<file path="config.mk">
export PLATFORM = sky130hd
export DESIGN_NAME = adsr8_env
export DESIGN_NICKNAME = d
export VERILOG_FILES = /design/src/rtl/adsr8_pkg.sv /design/src/rtl/adsr8_scale.sv /design/src/rtl/adsr8_env.sv
export SDC_FILE = /design/constraint.sdc
export NUM_CORES = 1
export LEC_CHECK = 0
export ABC_CLOCK_PERIOD_IN_PS = 5900
export CELL_PAD_IN_SITES_DETAIL_PLACEMENT = 0
export CELL_PAD_IN_SITES_GLOBAL_PLACEMENT = 1
export CORE_MARGIN = 4
export CORE_UTILIZATION = 45
export CTS_CLUSTER_SIZE = 28
export DETAILED_ROUTE_END_ITERATION = 16
export PLACE_DENSITY_LB_ADDON = 0.1
export SKIP_CTS_REPAIR_TIMING = 1
export SYNTH_ARGS = -nofsm -noshare
export SYNTH_HDL_FRONTEND = slang
export SYNTH_SLANG_ARGS = --single-unit
</file>
<file path="constraint.sdc">
create_clock -name clk -period 5.9 [get_ports clk]
set_input_delay 1.18 -clock clk [delete_from_list [all_inputs] [get_ports clk]]
set_output_delay 1.18 -clock clk [all_outputs]
set_load 0.03 [all_outputs]
</file>
<file path="src/rtl/adsr8_pkg.sv">
// adsr8 shared types and constants.
// Envelope states, accumulator limits and the linear rate helper.
package adsr8_pkg;

  typedef enum logic [2:0] {
    IDLE    = 3'd0,
    ATTACK  = 3'd1,
    DECAY   = 3'd2,
    SUSTAIN = 3'd3,
    RELEASE = 3'd4
  } adsr8_state_t;

  localparam int          ADSR8_ACC_W   = 16;
  localparam logic [7:0]  ADSR8_MID     = 8'h80;
  localparam logic [15:0] ADSR8_ACC_MAX = 16'hFFFF;

  // Linear per-tick step: rate + 1, so a rate of 0 still moves.
  function automatic logic [15:0] rate_step(
    input logic [7:0] rate
  );
    return {8'h00, rate} + 16'd1;
  endfunction

endpackage

</file>
<file path="src/rtl/adsr8_scale.sv">
// adsr8 amplitude scaler: signed-offset multiply, then re-bias to 0x80.
// Two register stages: product, then output sample with valid pulse.
module adsr8_scale
  import adsr8_pkg::*;
(
  input  logic       clk,
  input  logic       rst,
  input  logic       strobe_i,
  input  logic [7:0] in_data_i,
  input  logic [7:0] env_i,
  output logic [7:0] out_data_o,
  output logic       out_valid_o
);

  logic signed [8:0]  smp9;
  logic signed [16:0] smp17;
  logic signed [16:0] env17;
  logic signed [16:0] prod_d;
  logic signed [16:0] prod_q;
  logic               pv_q;
  logic [7:0]         out_q;
  logic               ov_q;
  logic               unused_prod;

  // Centre the sample on zero and scale by the envelope level.
  always_comb begin
    smp9   = $signed({1'b0, in_data_i} - 9'd128);
    smp17  = {{8{smp9[8]}}, smp9};
    env17  = {9'd0, env_i};
    prod_d = smp17 * env17;
  end

  assign unused_prod = ^{prod_q[16], prod_q[7:0]};

  // Product stage then re-biased output stage; reset drops in-flight data.
  always_ff @(posedge clk) begin
    if (rst) begin
      prod_q <= '0;
      pv_q   <= 1'b0;
      out_q  <= ADSR8_MID;
      ov_q   <= 1'b0;
    end else begin
      pv_q <= strobe_i;
      ov_q <= pv_q;
      if (strobe_i) prod_q <= prod_d;
      if (pv_q)     out_q  <= ADSR8_MID + prod_q[15:8];
    end
  end

  assign out_data_o  = out_q;
  assign out_valid_o = ov_q;

endmodule

</file>
<file path="src/rtl/adsr8_env.sv">
// adsr8 envelope generator: tick/sample counters, gate edge, ADSR FSM.
// ADSR8_EXP_DECAY_EN adds env_acc>>5 to decay and release steps.
module adsr8_env
  import adsr8_pkg::*;
#(
  parameter int TICK_DIV   = 256,
  parameter int SAMPLE_DIV = 256
) (
  input  logic       clk,
  input  logic       rst,
  input  logic       gate,
  input  logic [7:0] attack_rate,
  input  logic [7:0] decay_rate,
  input  logic [7:0] sustain_level,
  input  logic [7:0] release_rate,
  input  logic [7:0] in_data,
  output logic [7:0] out_data,
  output logic       out_valid,
  output logic [7:0] env_level,
  output logic       busy
);

  localparam int TW = (TICK_DIV   > 2) ? $clog2(TICK_DIV)   : 1;
  localparam int SW = (SAMPLE_DIV > 2) ? $clog2(SAMPLE_DIV) : 1;
  localparam logic [TW-1:0] TLAST = TW'(TICK_DIV - 1);
  localparam logic [SW-1:0] SLAST = SW'(SAMPLE_DIV - 1);

  logic [TW-1:0] tcnt_q;
  logic [SW-1:0] scnt_q;
  logic          tick;
  logic          strobe;
  logic          gate_q;
  logic          rise;

  adsr8_state_t           state_q, state_d;
  logic [ADSR8_ACC_W-1:0] acc_q, acc_d;
  logic [15:0]            sus;
  logic [16:0]            a_sum;
  logic [15:0]            dstep;
  logic [15:0]            rstep;

  assign tick   = (tcnt_q == TLAST);
  assign strobe = (scnt_q == SLAST);
  assign rise   = gate & ~gate_q;

  // Free-running envelope tick divider.
  always_ff @(posedge clk) begin
    if (rst)       tcnt_q <= '0;
    else if (tick) tcnt_q <= '0;
    else           tcnt_q <= tcnt_q + 1'b1;
  end

  // Free-running output sample divider.
  always_ff @(posedge clk) begin
    if (rst)         scnt_q <= '0;
    else if (strobe) scnt_q <= '0;
    else             scnt_q <= scnt_q + 1'b1;
  end

`ifdef ADSR8_EXP_DECAY_EN
  assign dstep = (acc_q >> 5) + rate_step(decay_rate);
  assign rstep = (acc_q >> 5) + rate_step(release_rate);
`else
  assign dstep = rate_step(decay_rate);
  assign rstep = rate_step(release_rate);
`endif

  // Gate transitions win over tick arithmetic in the same cycle.
  always_comb begin
    state_d = state_q;
    acc_d   = acc_q;
    sus     = {sustain_level, 8'h00};
    a_sum   = {1'b0, acc_q} + {1'b0, rate_step(attack_rate)};
    if (rise) begin
      state_d = ATTACK;
    end else if (!gate && (state_q == ATTACK ||
                           state_q == DECAY  ||
                           state_q == SUSTAIN)) begin
      state_d = RELEASE;
    end else if (tick) begin
      unique case (state_q)
        IDLE: acc_d = '0;
        ATTACK: begin
          if (a_sum >= {1'b0, ADSR8_ACC_MAX}) begin
            acc_d   = ADSR8_ACC_MAX;
            state_d = DECAY;
          end else begin
            acc_d = a_sum[15:0];
          end
        end
        DECAY: begin
          if (acc_q <= sus || (acc_q - sus) <= dstep) begin
            acc_d   = sus;
            state_d = SUSTAIN;
          end else begin
            acc_d = acc_q - dstep;
          end
        end
        SUSTAIN: acc_d = sus;
        RELEASE: begin
          if (acc_q <= rstep) begin
            acc_d   = '0;
            state_d = IDLE;
          end else begin
            acc_d = acc_q - rstep;
          end
        end
        default: begin
          acc_d   = '0;
          state_d = IDLE;
        end
      endcase
    end
  end

  // Envelope state, accumulator and registered gate.
  always_ff @(posedge clk) begin
    if (rst) begin
      state_q <= IDLE;
      acc_q   <= '0;
      gate_q  <= 1'b0;
    end else begin
      state_q <= state_d;
      acc_q   <= acc_d;
      gate_q  <= gate;
    end
  end

  assign env_level = acc_q[15:8];
  assign busy      = (state_q != IDLE);

  adsr8_scale u_scale (
    .clk         (clk),
    .rst         (rst),
    .strobe_i    (strobe),
    .in_data_i   (in_data),
    .env_i       (env_level),
    .out_data_o  (out_data),
    .out_valid_o (out_valid)
  );

endmodule

</file>
# Word level (Yosys, flattened, before mapping)
# Index checks and enable logic that the tools add are counted.
[op_classes] addsub=11 multipliers=1 n_lt_le_gt_ge=4 eq_ne=17 n_mux=11 n_bitwise=5 reduce_logical=18
[ops] op="$pmux 16 s4" count=1
[ops] op="$mux 16" count=3
[ops] op="$le 16x9->1" count=2
[ops] op="$sub 16x9->16" count=2
[ops] op="$add 8x1->9 const B" count=3
[ops] op="$add 16x9->17" count=1
[ops] op="$ge 17x16->1 const B" count=1
[ops] op="$add 8x1->8 const B" count=2
[ops] op="$eq 8x8->1 const B" count=2
[ops] op="$le 16x16->1" count=1
[ops] op="$mul 9x9->16" count=1
[ops] op="$sub 16x16->16" count=1
[ops] op="$mux 3" count=5
[ops] op="$reduce_and 5->1" count=3
[ops] op="$pmux 3 s4" count=1
[ops] op="$ne 3x1->1 const B" count=3
[ops] op="$sub 8x8->9 const B" count=1
[ops] op="$add 8x8->8 const A" count=1
[ops] op="$ne 4x2->1 const B" count=2
[ops] op="$reduce_or 2->1" count=4
[ops] op="$eq 3x2->1 const B" count=2
[ops] op="$ne 2x1->1 const B" count=3
[ops] op="$reduce_bool 3->1" count=2
[ops] op="$ne 4x4->1 const B" count=1
[ops] op="14 further kinds" count=19
[totals] reg_bits=62

# Longest topological paths before layout
# Gate-level depths: netlist (run 1).
[depth] word_depth=8 mapped_depth=19 ltp_nobuf=17

# By module
# Synthesis (run 1) repeated with hierarchy kept, for this count alone.
[unflattened] hier_cells=897 hier_area_um2=7289.5
[modules_own_cells] module="adsr8_env" instances=1 cells_per_inst=564 area_each_um2=4262.8 seq_area_each_um2=720.7
[modules_own_cells] module="adsr8_scale" instances=1 cells_per_inst=333 area_each_um2=3026.7 seq_area_each_um2=360.3

# Worst setup path after synthesis (run 1)
# No wires, ideal clock.
[synth_timing] path_type="input -> register" startpoint="in in_data[3]" endpoint="reg u_scale.prod_q[14]" setup_ps=117 t_arrival_ps=5394 required_time_ps=5783 setup_slack_ps=390 path_stages=17 path_buffers=0 cell_sequence="and2_1 > fa_1 > inv_1 > fa_1 > inv_1 > fa_1 > inv_1 > fa_1 > inv_1 > ha_1 > and3_1 > a221o_1 > a211oi_1 > o21ai_0 > a31oi_1 > xnor2_1 > a22o_1"
[synth_between] elab_chain_len=2
[synth_rtl] element="start: declaration" line="adsr8_env.sv:16" rtl="input logic [7:0] in_data,"
[synth_rtl] element="$sub 8x8->9" line="adsr8_scale.sv:27" rtl="smp9 = $signed({1'b0, in_data_i} - 9'd128);"
[synth_rtl] element="$mul 9x9->16" line="adsr8_scale.sv:30" rtl="prod_d = smp17 * env17;"
[synth_rtl] element="end signal: assignment" line="adsr8_scale.sv:45" rtl="if (strobe_i) prod_q <= prod_d;"
[synth_rtl] element="end: declaration" line="adsr8_scale.sv:19" rtl="logic signed [16:0] prod_q;"
# Every way passes these cells.
# A chain may end at the register's enable or synchronous reset.

# Worst setup path after layout (run 1)
# Same ends and word-level chain as after synthesis.

==> impl_metrics.py, run 1 <==
metrics = {
    "run_status": {
        "status": "finished clean",
    },
    "hold_path": {
        "hp-class": "reg2reg",
    },
    "logic_synthesis": {
        "synthCells": 902,
        "yosys-top-cells-area": "fa_1 (15%), dfxtp_1 (15%), ha_1 (12%)",
        "syn-num-nets": 1067,
        "synth_seq_area_share": 0.149,
        "synth-seq-cells": 54,
        "synth_enable_flop_cells": 0,
        "synth_top_area_frac": 0.152,
        "yosysWarnings": 0,
        "syn_area_sq_um": 7250,
        "synth_cell_type_count": 69,
        "synth_top_area_cell": "fa_1",
        "synth_ff_type": "dfxtp_1",
        "async_flop_share": 0,
        "synth_area_per_cell_sq_um": 8.03,
    },
    "routing": {
        "drt-total-wl_mm": 19.4,
        "dr.max_layer_used": "met4",
        "antenna_left": 0,
        "met2_length_mm": 9.73,
        "dr_total_vias": 6528,
        "wl_met1_mm": 8.40,
        "first_pass_iters": 4,
        "drtIter0Drc": 288,
        "wl_per_cell_um": 16.5,
        "met3WireLength_um": 749,
        "viasPerCell": 5.56,
        "remaining_drc_errors": 0,
    },
    "run": {
        "drv_cap": 0,
    },
    "finish": {
        "drive_above_1_share": 0.0647,
        "fin_util": 0.525,
        "area_growth_pct": 14.6,
        "nFillCells": 1547,
        "fin_nets": 1122,
        "fin_area_sq_um": 8300,
        "multi_input_area_sq_um": 5550,
        "antennaDiodeCount": 0,
        "regArea_sq_um": 1080,
    },
    "pwr": {
        "p_clk_frac": 0.368,
        "sw_frac_of_total": 0.275,
        "intPower_mw": 0.614,
        "comb_power_share": 0.190,
        "seq_power_share": 0.442,
        "vdd_drop_max_mv": 0.119,
        "powerDensity_nw_per_um2": 102,
        "switchingPower_mw": 0.233,
        "power.leakage_nw": 3.74,
        "power.total_mw": 0.847,
    },
    "placement": {
        "gp_congestion": 0.928,
        "port_buffers": 60,
        "pre_cts_ws_ps": -273,
        "dpl.hpwl_mm": 15.8,
        "place_area_sq_um": 8140,
    },
    "setup_path": {
        "worstPathRequired_ps": 6100,
        "crit_path_end_kind": "register",
        "crit_arrival_ps": 5930,
        "path_class": "in2reg",
        "r2r_slack_ps": 1020,
        "worstSetupStartpointType": "primary input",
        "path_max_fanout": 4,
    },
    "timing": {
        "worstMarginPinSlew_ps": 895,
        "slew_viol_final": 0,
        "finalHoldViolCount": 0,
        "skew_ps": 9.04,
        "slew_headroom": 0.397,
        "max_freq_mhz": 174,
        "period_share": 0.972,
        "period_minus_slack_ps": 5740,
        "setup_viol": 0,
        "setup_ws_ps": 164,
    },
    "grt": {
        "grt_start_max_net_pins": 32,
        "grt_overflow": 0,
        "antenna_found_initial": 0,
        "first_global_vias": 6734,
        "grt_pass1_wl_mm": 32.5,
        "grt_util_all_layers": 0.219,
    },
    "clocking": {
        "clock_latency_ps": 300,
        "clk_path_buf_depth": 2,
        "cts_max_level": 2,
        "clk_pin_slew_worst_paths_ps": 70,
        "cts_root_buf": "clkbuf_16",
        "cts_inserted_buffers": 5,
        "cts_tree": "done",
        "cts.sinks": 54,
    },
    "floorplan": {
        "die_x_um": 135,
        "initial_core_util": 0.458,
        "fp-row-count": 46,
        "coreArea_sq_um": 15800,
        "ioPinCount": 61,
        "die_height_um": 135,
        "fp.dieArea_sq_um": 18200,
    },
}
[routing by layer]
layer	vias to the layer above	GRT usage
li1	3211	-
met1	3133	0.271
met2	150	0.399
met3	34	0.0242
met4	0	0.0656
met5	-	0
[stage by stage]
stage | hold WS [ps] | setup TNS [ps] | cells
6_report | 458 | 0 | 1174
5_1_grt | 502 | -15.8 | 1174
4_1_cts | 465 | 0 | 1174
3_5_place_dp | 456 | -558 | 1166
3_3_place_gp | 448 | -486 | 1166
2_1_floorplan | 432 | 0 | 902
[Yosys cell counts, types with 3 or more instances]
cell,count
nand2b_1,15
and4_1,3
nand3b_1,4
o21a_1,7
xor2_1,35
and3_1,9
nand4_1,10
nor4_1,4
buf_2,9
a211oi_1,20
clkbuf_1,21
or3_1,4
a21o_1,18
mux2i_1,7
ha_1,67
a31oi_1,15
nand3_1,24
a21oi_1,48
fa_1,55
dfxtp_1,54
nand2_1,80
and2_1,34
o221ai_1,5
o21ai_0,21
a221oi_1,6
a222oi_1,3
o211ai_1,6
or2_2,5
nor2b_1,12
inv_1,106
buf_4,13
a311oi_1,5
o31ai_1,6
nor3_1,18
nor2_1,69
nor3b_1,3
xnor2_1,32
[flip-flops by register name, summed over array words and instances (netlist names), 3 cells and up]
signal              cells
acc_q                  16
scnt_q                  8
state_q                 3
tcnt_q                  8
u_scale.out_data_o      8
u_scale.prod_q          8
[cell families (layout without fill, tap and decap cells)]
family,count (synthesis),in the layout,share of synthesized area
mux,8,8,0.0112
flops,54,54,0.149
buf+inv,151,207,0.0865
simple gates,300,300,0.205
fa+ha+maj,122,122,0.268
xor+xnor,67,67,0.0810
compound gates,200,200,0.199
[worst max-delay path, stage by stage]
cell	delay, ps
clkdlybuf4s50_1	460
and2_1	200
fa_1	530
inv_1	50
fa_1	470
inv_1	60
fa_1	550
inv_1	60
fa_1	530
inv_1	40
ha_1	300
and3_1	170
a221o_1	370
a211oi_2	270
o21ai_1	150
a31oi_2	270
xnor2_1	90
a22o_1	190
[cell usage in the layout (no fill, tap or decap), types with 9 or more instances in the layout]
cell type / count
and2_1: 34
fa_1: 55
nand2b_1: 15
inv_1: 106
o21ai_0: 20
dfxtp_1: 54
a21o_1: 18
nand3_1: 24
buf_4: 33
nor2b_1: 12
ha_1: 67
xnor2_1: 32
clkdlybuf4s50_1: 60
nor3_1: 18
nand2_1: 80
a31oi_1: 14
a211oi_1: 19
nand4_1: 10
and3_1: 9
xor2_1: 35
nor2_1: 69
a21oi_1: 48
[final timing paths]
| check | startpoint | endpoint | depth (start not counted) |
|---|---|---|---|
| setup / recovery | in_data[3] | u_scale.prod_q[14]$_SDFFE_PP0P_ | 18 |
| hold / removal | u_scale.prod_q[8]$_SDFFE_PP0P_ | u_scale.prod_q[8]$_SDFFE_PP0P_ | 2 |
| hold reg to reg | u_scale.prod_q[8]$_SDFFE_PP0P_ | u_scale.prod_q[8]$_SDFFE_PP0P_ | 2 |
| setup reg to reg | acc_q[9]$_SDFFE_PP0P_ | u_scale.prod_q[14]$_SDFFE_PP0P_ | 17 |
[area by class of cell]
type | instances | area share
Clock buffer | 6 | 0.0167
Clock inverter | 2 | 0.00196
Inverter | 106 | 0.0479
Multi-Input combinational cell | 697 | 0.668
Sequential cell | 54 | 0.130
Tap cell | 216 | 0.0325
Timing Repair Buffer | 93 | 0.102
[power groups by stage]
stage	clock [mW]	combinational [mW]	sequential [mW]
2_1_floorplan	0	0.0916	0.380
5_1_grt	0.337	0.178	0.375
3_5_place_dp	0	0.159	0.383
4_1_cts	0.324	0.161	0.374
3_3_place_gp	0	0.157	0.383
6_report	0.312	0.161	0.374
No activity file was read; power rests on OpenSTA's default activity.
==> run 2, diff against run 1 <==
- PLACE_DENSITY_LB_ADDON: 0.1 -> 0.2
==> impl_metrics.py, run 2 (synthesis results as in run 1) <==
metrics = {
    "placement": {
        "port_buffers": 60,
        "gp_congestion": 0.917,
        "dpl.hpwl_mm": 15.4,
        "place_area_sq_um": 8130,
    },
    "timing": {
        "max_freq_mhz": 177,
        "worstMarginPinSlew_ps": 945,
        "period_minus_slack_ps": 5640,
        "period_share": 0.956,
        "setup_tns_ps": 0,
        "skew_ps": 4.25,
        "finalHoldViolCount": 0,
        "setup_viol": 0,
        "holdWs_ps": 462,
        "slew_viol_final": 0,
        "slew_headroom": 0.363,
        "rsz0062_at_grt": "no",
    },
    "finish": {
        "area_growth_pct": 14.7,
        "layout_commonest_cell": "inv_1",
        "fin_util": 0.525,
        "fin_area_sq_um": 8310,
        "antennaDiodeCount": 0,
        "layout_common_cells": "inv_1 (106), nand2_1 (80), nor2_1 (69), ha_1 (67), clkdlybuf4s50_1 (59)",
        "drive_above_1_share": 0.0658,
        "largest_register_ffs": 16,
        "fin_nets": 1121,
        "largest_register": "acc_q",
    },
    "floorplan": {
        "die_height_um": 135,
        "fp-row-count": 46,
        "fp.dieArea_sq_um": 18200,
        "initial_core_util": 0.458,
        "coreArea_sq_um": 15800,
        "die_x_um": 135,
        "ioPinCount": 61,
    },
    "clocking": {
        "clk_path_buf_depth": 2,
        "cts_tree": "done",
        "clk_pin_slew_worst_paths_ps": 80,
        "clock_latency_ps": 300,
        "cts_root_buf": "clkbuf_16",
        "cts_inserted_buffers": 5,
        "cts.sinks": 54,
        "cts_max_level": 2,
    },
    "routing": {
        "wl_per_cell_um": 16.5,
        "antenna_left": 0,
        "drtIter0Drc": 434,
        "dr_total_vias": 6501,
        "remaining_drc_errors": 0,
        "drt-total-wl_mm": 19.3,
        "viasPerCell": 5.54,
        "first_pass_iters": 5,
    },
    "setup_path": {
        "worstSetupStartpointType": "primary input",
        "worstSetupStartpoint": "in_data[3]",
        "worstPathRequired_ps": 6100,
        "path_class": "in2reg",
        "crit_path_end_kind": "register",
        "crit_arrival_ps": 5830,
        "r2r-start": "acc_q[10]$_SDFFE_PP0P_",
        "r2r_slack_ps": 1210,
        "path_max_fanout": 3,
    },
    "grt": {
        "grt_pass1_wl_mm": 32.1,
        "antenna_found_initial": 0,
        "first_global_vias": 6298,
        "grt_start_max_net_pins": 26,
        "grt_util_all_layers": 0.216,
        "grt_overflow": 0,
    },
    "run_status": {
        "status": "finished clean",
    },
    "pwr": {
        "power.leakage_nw": 3.74,
        "vdd_drop_max_mv": 0.0971,
        "powerDensity_nw_per_um2": 102,
        "power.total_mw": 0.844,
    },
    "hold_path": {
        "hp-start": "u_scale.prod_q[8]$_SDFFE_PP0P_",
        "hp-class": "reg2reg",
    },
    "run": {
        "drv_cap": 0,
    },
}
-- run 2: per-stage QoR --
step	worst slack, ps	cells
floorplan	390	902
global placement	-278	1165
detailed placement	-289	1165
CTS	-9.34	1173
global route	36.9	1173
finish	262	1173
-- run 2: path summary, 6_finish.rpt --
| path | endpoint | cells past startpoint |
|---|---|---|
| max reg2reg | u_scale.prod_q[14]$_SDFFE_PP0P_ | 17 |
| min | u_scale.prod_q[8]$_SDFFE_PP0P_ | 2 |
| max | u_scale.prod_q[14]$_SDFFE_PP0P_ | 18 |
| min reg2reg | u_scale.prod_q[8]$_SDFFE_PP0P_ | 2 |
-- run 2: layout make-up --
type	count	area, sq um
Fill cell	1573	7520
Multi-Input combinational cell	697	5570
Sequential cell	54	1080
Timing Repair Buffer	92	843
Inverter	106	398
Tap cell	216	270
Clock buffer	5	125
Clock inverter	3	26.3
-- run 2: critical path, cell delays in order --
cell	delay, ps
clkdlybuf4s50_1	450
and2_1	200
fa_1	550
inv_1	50
fa_1	480
inv_1	60
fa_1	520
inv_1	50
fa_1	520
inv_1	40
ha_1	290
and3_1	170
a221o_1	360
a211oi_2	280
o21ai_2	130
a31oi_4	210
xnor2_1	100
a22o_1	190
-- run 2: power by group --
group	switching, mW	total (mW)	leakage (nW)	internal, mW
sequential	0.00578	0.374	0.437	0.369
combinational	0.0858	0.161	3.23	0.0749
clock	0.147	0.309	0.0748	0.162
-- run 2: routing by layer --
layer,up-vias,track usage,part of all wire
met5,-,0,0
met4,0,0.0566,0.020
met3,25,0.0253,0.062
met2,194,0.339,0.44
met1,3070,0.315,0.48
li1,3212,-,-
==> run 3, diff against run 2 <==
- CELL_PAD_IN_SITES_DETAIL_PLACEMENT: 0 -> 2
- CELL_PAD_IN_SITES_GLOBAL_PLACEMENT: 1 -> 2
- CORE_UTILIZATION: 45 -> 36
==> impl_metrics.py, run 3 (synthesis results as in run 1) <==
metrics = {
    "run_status": {
        "status": "finished clean",
    },
    "grt": {
        "antenna_found_initial": 0,
        "grt_start_max_net_pins": 26,
        "first_global_vias": 7346,
        "grt_pass1_wl_mm": 39.4,
        "grt_util_all_layers": 0.221,
        "grt_overflow": 0,
    },
    "timing": {
        "period_minus_slack_ps": 5710,
        "worstMarginPinSlew_ps": 1010,
        "period_share": 0.969,
        "rsz0062_at_grt": "no",
        "slew_headroom": 0.322,
        "setup_viol": 0,
        "holdWs_ps": 465,
        "skew_ps": 14.1,
        "finalHoldViolCount": 0,
        "setup_tns_ps": 0,
        "slew_viol_final": 0,
        "max_freq_mhz": 175,
    },
    "finish": {
        "largest_register": "acc_q",
        "layout_common_cells": "inv_1 (106), nand2_1 (80), nor2_1 (69), ha_1 (67), clkdlybuf4s50_1 (56)",
        "drive_above_1_share": 0.0688,
        "area_growth_pct": 15.9,
        "antennaDiodeCount": 0,
        "largest_register_ffs": 16,
        "fin_nets": 1123,
        "layout_commonest_cell": "inv_1",
    },
    "clocking": {
        "clock_latency_ps": 310,
        "cts_root_buf": "clkbuf_16",
        "cts_inserted_buffers": 5,
        "cts.sinks": 54,
        "cts_tree": "done",
        "clk_path_buf_depth": 2,
        "clk_pin_slew_worst_paths_ps": 80,
        "cts_max_level": 2,
    },
    "pwr": {
        "sw_frac_of_total": 0.297,
        "switchingPower_mw": 0.257,
        "powerDensity_nw_per_um2": 103,
        "seq_power_share": 0.434,
        "vdd_drop_max_mv": 0.127,
        "comb_power_share": 0.194,
        "power.total_mw": 0.863,
        "intPower_mw": 0.607,
        "p_clk_frac": 0.371,
        "power.leakage_nw": 3.78,
    },
    "placement": {
        "port_buffers": 60,
        "dpl.hpwl_mm": 20.0,
        "gp_congestion": 0.859,
    },
    "floorplan": {
        "ioPinCount": 61,
        "die_x_um": 150,
        "coreArea_sq_um": 19700,
        "initial_core_util": 0.369,
        "fp.dieArea_sq_um": 22500,
        "die_height_um": 150,
        "fp-row-count": 51,
    },
    "setup_path": {
        "path_class": "in2reg",
        "worstSetupStartpointType": "primary input",
        "crit_path_end_kind": "register",
        "path_max_fanout": 6,
        "crit_arrival_ps": 5870,
        "worstPathRequired_ps": 6050,
    },
    "hold_path": {
        "hp-class": "reg2reg",
    },
    "routing": {
        "drtIter0Drc": 345,
        "drt-total-wl_mm": 24.6,
        "wl_per_cell_um": 20.1,
        "antenna_left": 0,
        "first_pass_iters": 4,
        "dr_total_vias": 6777,
        "remaining_drc_errors": 0,
        "viasPerCell": 5.54,
    },
    "run": {
        "drv_cap": 0,
    },
}
[run 3: changes by cell type in the layout (fill, tap and decap cells not counted), sizes merged]
cell           before  now
clkinv              1    2
clkdlybuf4s50      59   56
dlymetal6s2s        1    4
buf                32   34
inv               108  107
[run 3: layout make-up]
type,instances,area [sq um]
fillers,2328,11300
multi-input cells,697,5570
flip-flops and latches,54,1080
repair buffers,94,866
inverters,106,398
well taps,265,332
clock buffers,5,125
clock inverters,3,28.8
[run 3: critical path, stage by stage]
cell	delay, ps
clkdlybuf4s50_1	510
and2_1	230
fa_1	480
fa_1	550
inv_1	50
fa_1	470
inv_1	60
fa_1	490
ha_1	350
a21o_1	180
a221o_1	410
a211oi_2	310
o21ai_2	140
a31oi_4	210
nand4b_1	150
a31oi_1	100
[run 3: routing by layer]
metal / up-vias / track usage / share of wire
li1: 3217 / - / -
met1: 3446 / 0.302 / 0.47
met2: 100 / 0.386 / 0.49
met3: 14 / 0.0251 / 0.028
met4: 0 / 0.0270 / 0.0087
met5: - / 0 / 0
[run 3: final timing paths]
path                                                 startpoint  depth (start not counted)                              end  slack, ps
worst max-delay path                                 in_data[1]                         16  u_scale.prod_q[15]$_SDFFE_PP0P_        190
worst min-delay path            u_scale.prod_q[10]$_SDFFE_PP0P_                          2  u_scale.prod_q[10]$_SDFFE_PP0P_        470
worst max register to register           acc_q[13]$_SDFFE_PP0P_                         17  u_scale.prod_q[15]$_SDFFE_PP0P_        970
worst min register to register  u_scale.prod_q[10]$_SDFFE_PP0P_                          2  u_scale.prod_q[10]$_SDFFE_PP0P_        470
[run 3: power by group through the flow]
stage	Combinational (mW)	Sequential (mW)	Clock, mW
2_1_floorplan	0.0916	0.380	0
3_3_place_gp	0.164	0.383	0
3_5_place_dp	0.168	0.383	0
4_1_cts	0.169	0.375	0.332
5_1_grt	0.186	0.376	0.346
6_report	0.168	0.375	0.321
[run 3: stage by stage]
| stage | std cells | cell area [sq um] | worst slack (ps) | util |
|---|---|---|---|---|
| 2_1_floorplan | 902 | 7250 | 390 | - |
| 3_3_place_gp | 1216 | 8210 | -357 | 0.417 |
| 3_5_place_dp | 1216 | 8210 | -585 | 0.417 |
| 4_1_cts | 1224 | 8360 | -304 | 0.425 |
| 5_1_grt | 1224 | 8400 | 8.17 | 0.427 |
| 6_report | 1224 | 8400 | 186 | 0.427 |
==> edit 1: new RTL, settings of run 2 <==
`ADSR8_ACC_MAX`: 16'hFFFF -> 16'h7FFF.
--- a/src/rtl/adsr8_pkg.sv
+++ b/src/rtl/adsr8_pkg.sv
@@ -14,3 +14,3 @@
   localparam logic [7:0]  ADSR8_MID     = 8'h80;
-  localparam logic [15:0] ADSR8_ACC_MAX = 16'hFFFF;
+  localparam logic [15:0] ADSR8_ACC_MAX = 16'h7FFF;
 
Formal check against the unedited RTL: no difference found for any inputs over 10 cycles, from zero or initial values and one cycle with rst high; that may be too few to reach the edited logic, so the function may still have changed.
==> edit 1 against run 2 <==
Sequential cell count unchanged. Clock power up 2%. Setup slack worse by 0.030 ns. Sequential share of layout area up 0.093 points. Area after synthesis down 2.3%. Total power up 0.66%. Fmax down 0.53%. Synthesized cell count down 2.7%. Routed wire length up 1.5%. Design area down 0.71%. Register-to-register slack worse by 0.28 ns. Largest cell class unchanged.
==> edit 1: results (changes against run 2) <==
status: "finished clean"
peakVddDrop_uv: 148.0  # +52%
crit_family: "adder cells"
synth_area_leaders: "fa_1 (16%), dfxtp_1 (15%), ha_1 (12%), inv_1 (5.8%), xnor2_1 (5.1%)"
cp_slowest_stage_delay_ns: 0.60  # +0.05 ns
postSynthNetCount: 1043  # -2.2%
place_ws_ns: -0.3578  # -0.06866 ns
drtIter0Drc: 552  # +27%
synth_cell_types: 73  # +5.8%
largest_register_ff_count: 16  # unchanged
fillers: 1445  # -8.1%
wl_per_cell_um: 16.95  # +3.0%
grt_start_max_net_pins: 37  # +42%
synth-seq-area-share_pct: 15.27  # +0.35 points
slew_headroom_pct: 34.60  # -1.7 points
stdcell_area_um2: 8253  # -0.71%
grt_pass1_wl_mm: 32.18  # +0.26%
grt_usage_pct: 22.06  # +0.47 points
hold_path.class: "reg -> reg"
crit_fanout: 6  # +3
gp_congestion: 0.9159  # -0.11%
crit_arrival_ns: 5.89  # +0.06 ns
syn_avg_cell_area_um2: 8.064  # +0.37%
placed_area_um2: 8035  # -1.2%
synth_ff_type: "dfxtp_1"
antenna_found_initial: 0  # unchanged
n_antenna_cell: 0  # unchanged
detailed_place_hpwl_mm: 15.53  # +1.1%
finClkSkew_ns: 0.01321  # +0.008958 ns
final_nets: 1109  # -1.1%
via_count: 6501  # unchanged
vias_per_cell: 5.624  # +1.5%
slowest_stage: "clkdlybuf4s50_1"
grt_pass1_vias: 6607  # +4.9%
drive_gt1_share_pct: 6.667  # +0.084 points
synth_common_cells: "inv_1 (109), nand2_1 (90), ha_1 (67), nor2_1 (56), fa_1 (55)"
p_leak_nw: 3.656  # -2.4%
regMostFlops: "acc_q"
port_buffers: 60  # unchanged
synthArstFlopShare_pct: 0  # unchanged
cts_buffer_depth: 2  # unchanged
htreeDepth: 2  # unchanged
==> edit 1: worst paths after layout <==
kind | from | to | slack [ns] | cells after the start
setup reg to reg | acc_q[11] | u_scale.prod_q[14] | 0.93 | 16
hold / removal | u_scale.prod_q[8] | u_scale.prod_q[8] | 0.46 | 2
hold reg to reg | u_scale.prod_q[8] | u_scale.prod_q[8] | 0.46 | 2
setup / recovery | in_data[4] | u_scale.prod_q[15] | 0.23 | 20
==> edit 1: layout make-up <==
cell class,count,share of cell area [%]
Clock buffer,5,1.516
Clock inverter,3,0.3184
Inverter,109,4.958
Multi-Input combinational cell,681,66.63
Sequential cell,54,13.10
Tap cell,211,3.199
Timing Repair Buffer,93,10.28
==> edit 1: power by group <==
group / switching, mW / total [mW] / internal (mW)
clock: 0.154 / 0.315 / 0.162
sequential: 0.00663 / 0.375 / 0.369
combinational: 0.0836 / 0.159 / 0.0752
total: 0.244 / 0.850 / 0.606
==> edit 1: kinds of logic (layout without fill, tap and decap cells) <==
logic type / count (synthesis) / after routing / synth area share, %
AND/OR/NAND/NOR: 294 / 294 / 20.59
XOR/XNOR: 69 / 69 / 8.535
flip-flops: 54 / 54 / 15.27
buffers and inverters: 143 / 210 / 8.005
multiplexers: 13 / 13 / 1.856
AO/OA/AOI/OAI: 183 / 183 / 18.36
adder cells (fa/ha/maj): 122 / 122 / 27.39
==> edit 1: routing by layer <==
metal	part of all wire, %	track usage (%)	wire length (um)
met1	42	27.83	8269
met2	50	38.66	9721
met3	4.7	2.644	927
met4	3.4	8.343	675
met5	0	0	0
==> edit 1: worst reg2reg max path, delay by kind of cell (launching register included) <==
family          cells  cell delay, ns
flops               1            0.81
fa+ha+maj           5            2.44
buf+inv             4            0.31
simple gates        4            0.75
compound gates      3            0.59
==> edit 2: new RTL, config.mk and constraints of run 2 <==
Made on the original files. Register the output `env_level`, cleared by the reset; this adds one clock of latency there. The other outputs are not delayed to match.
--- a/src/rtl/adsr8_env.sv
+++ b/src/rtl/adsr8_env.sv
@@ -26,2 +26,4 @@
   localparam logic [SW-1:0] SLAST = SW'(SAMPLE_DIV - 1);
+
+  logic [7:0] env_level_d;
 
@@ -128,3 +130,3 @@
 
-  assign env_level = acc_q[15:8];
+  assign env_level_d = acc_q[15:8];
   assign busy      = (state_q != IDLE);
@@ -136,3 +138,3 @@
     .in_data_i   (in_data),
-    .env_i       (env_level),
+    .env_i       (env_level_d),
     .out_data_o  (out_data),
@@ -141,2 +143,10 @@
 
+  always_ff @(posedge clk) begin
+    if (rst) begin
+      env_level <= '0;
+    end else begin
+      env_level <= env_level_d;
+    end
+  end
+
 endmodule
Formal check against the unedited RTL: same outputs for any inputs over 10 cycles, from zero or initial values and one cycle with rst high; that may be too few to reach the edited logic, so the function may still have changed.
==> edit 2 against run 2 <==
Die area decreased by 0.36%. Fmax increased by 3.9%. Routed wire length decreased by 4.0%. Setup slack improved by 0.21 ns. Design area grew 1.3%. Sequential cell count grew 8. Area after synthesis is 0.38% lower. Synthesized cell count unchanged. First-iteration DRC count decreased by 35%. Critical path depth unchanged. Combinational power down 6%. Total power is 37% higher. Critical path type unchanged. Critical endpoint is now u_scale.prod_q[15]. Highest routed layer unchanged.
==> edit 2: results (changes against run 2) <==
reg2reg_depth: 17  # unchanged
pg_comb_uw: 152  # -6%
synth-seq-area-share_pct: 17.19  # +2.3 points
via_count: 6227  # -4.2%
routed-wl-met3_um: 638  # -47%
numCtsBuffers: 9  # +4
r2r_start: "acc_q[10]"
gp_congestion: 0.9083  # -0.94%
finClkSkew_ns: 0.008481  # +0.004234 ns
min_from: "u_scale.prod_q[11]"
fillers: 1538  # -2.2%
drt-met1-wl_mm: 8.483  # -8.9%
use_met3_pct: 2.981  # +0.45 points
place_ws_ns: 0.03703  # +0.3261 ns
worst_pin_slew_ns: 0.6698  # -0.2753 ns
grt_pass1_wl_mm: 31.20  # -2.8%
hold_path_end: "u_scale.prod_q[11]"
htreeDepth: 3  # +1
p_leak_nw: 3.687  # -1.5%
met2_wirelength_mm: 9.218  # +9.6%
synth_cell_types: 81  # +17%
grt_pass1_vias: 6288  # -0.16%
crit_arrival_ns: 5.68  # -0.15 ns
p_clk_uw: 577  # +87%
wl_per_cell_um: 15.69  # -4.7%
status: "finished clean"
grt_use_met1_pct: 28.77  # -2.8 points
slowest_stage: "clkdlybuf4s50_1"
power_mw: 1.159  # +37%
grtUsageMet2_pct: 36.85  # +3.0 points
swShare_pct: 25.12  # -3.2 points
drtIter0Drc: 280  # -35%
crit_fanout: 6  # +3
synth_area_leaders: "dfxtp_1 (17%), fa_1 (15%), ha_1 (12%), inv_1 (6.0%), nor2_1 (4.1%)"
synth_common_cells: "inv_1 (115), nor2_1 (78), nand2_1 (69), ha_1 (67), dfxtp_1 (62)"
drive_gt1_share_pct: 6.010  # -0.57 points
grt_start_max_net_pins: 44  # +69%
cp_slowest_stage_delay_ns: 0.60  # +0.05 ns
peakVddDrop_uv: 134.5  # +38%
cts_buffer_depth: 2  # unchanged
top_layer_used: "met4"
edit 2: cell count changes after synthesis, moves of 6 or more:
cell and change:
nor2_1 +9, a21o_1 -9, nor2b_1 +14, o21ai_1 +19, a221oi_1 -6, a31oi_1 -9, inv_1 +9, a211oi_1 -9
buf_4 -13, nand2_1 -11, dfxtp_1 +8
edit 2: final cells by class:
class	instances	area share (%)
clock buffer	9	2.675
sequential	62	14.74
inverter	115	5.127
multi-input combinational	691	64.08
clock inverter	7	1.159
tap	216	3.210
timing repair buffer	81	9.006
edit 2: cells by family after synthesis:
group	Yosys count	synth area share (%)
xor+xnor	59	7.158
compound gates	179	16.31
buf+inv	149	8.076
fa+ha+maj	122	26.86
simple gates	322	23.12
flops	62	17.19
mux	9	1.283
edit 2: metrics by stage:
step	cell area, um^2	cells
6_report	8419	1181
5_1_grt	8419	1181
4_1_cts	8419	1181
3_5_place_dp	8097	1165
3_3_place_gp	8097	1165
2_1_floorplan	7219	902
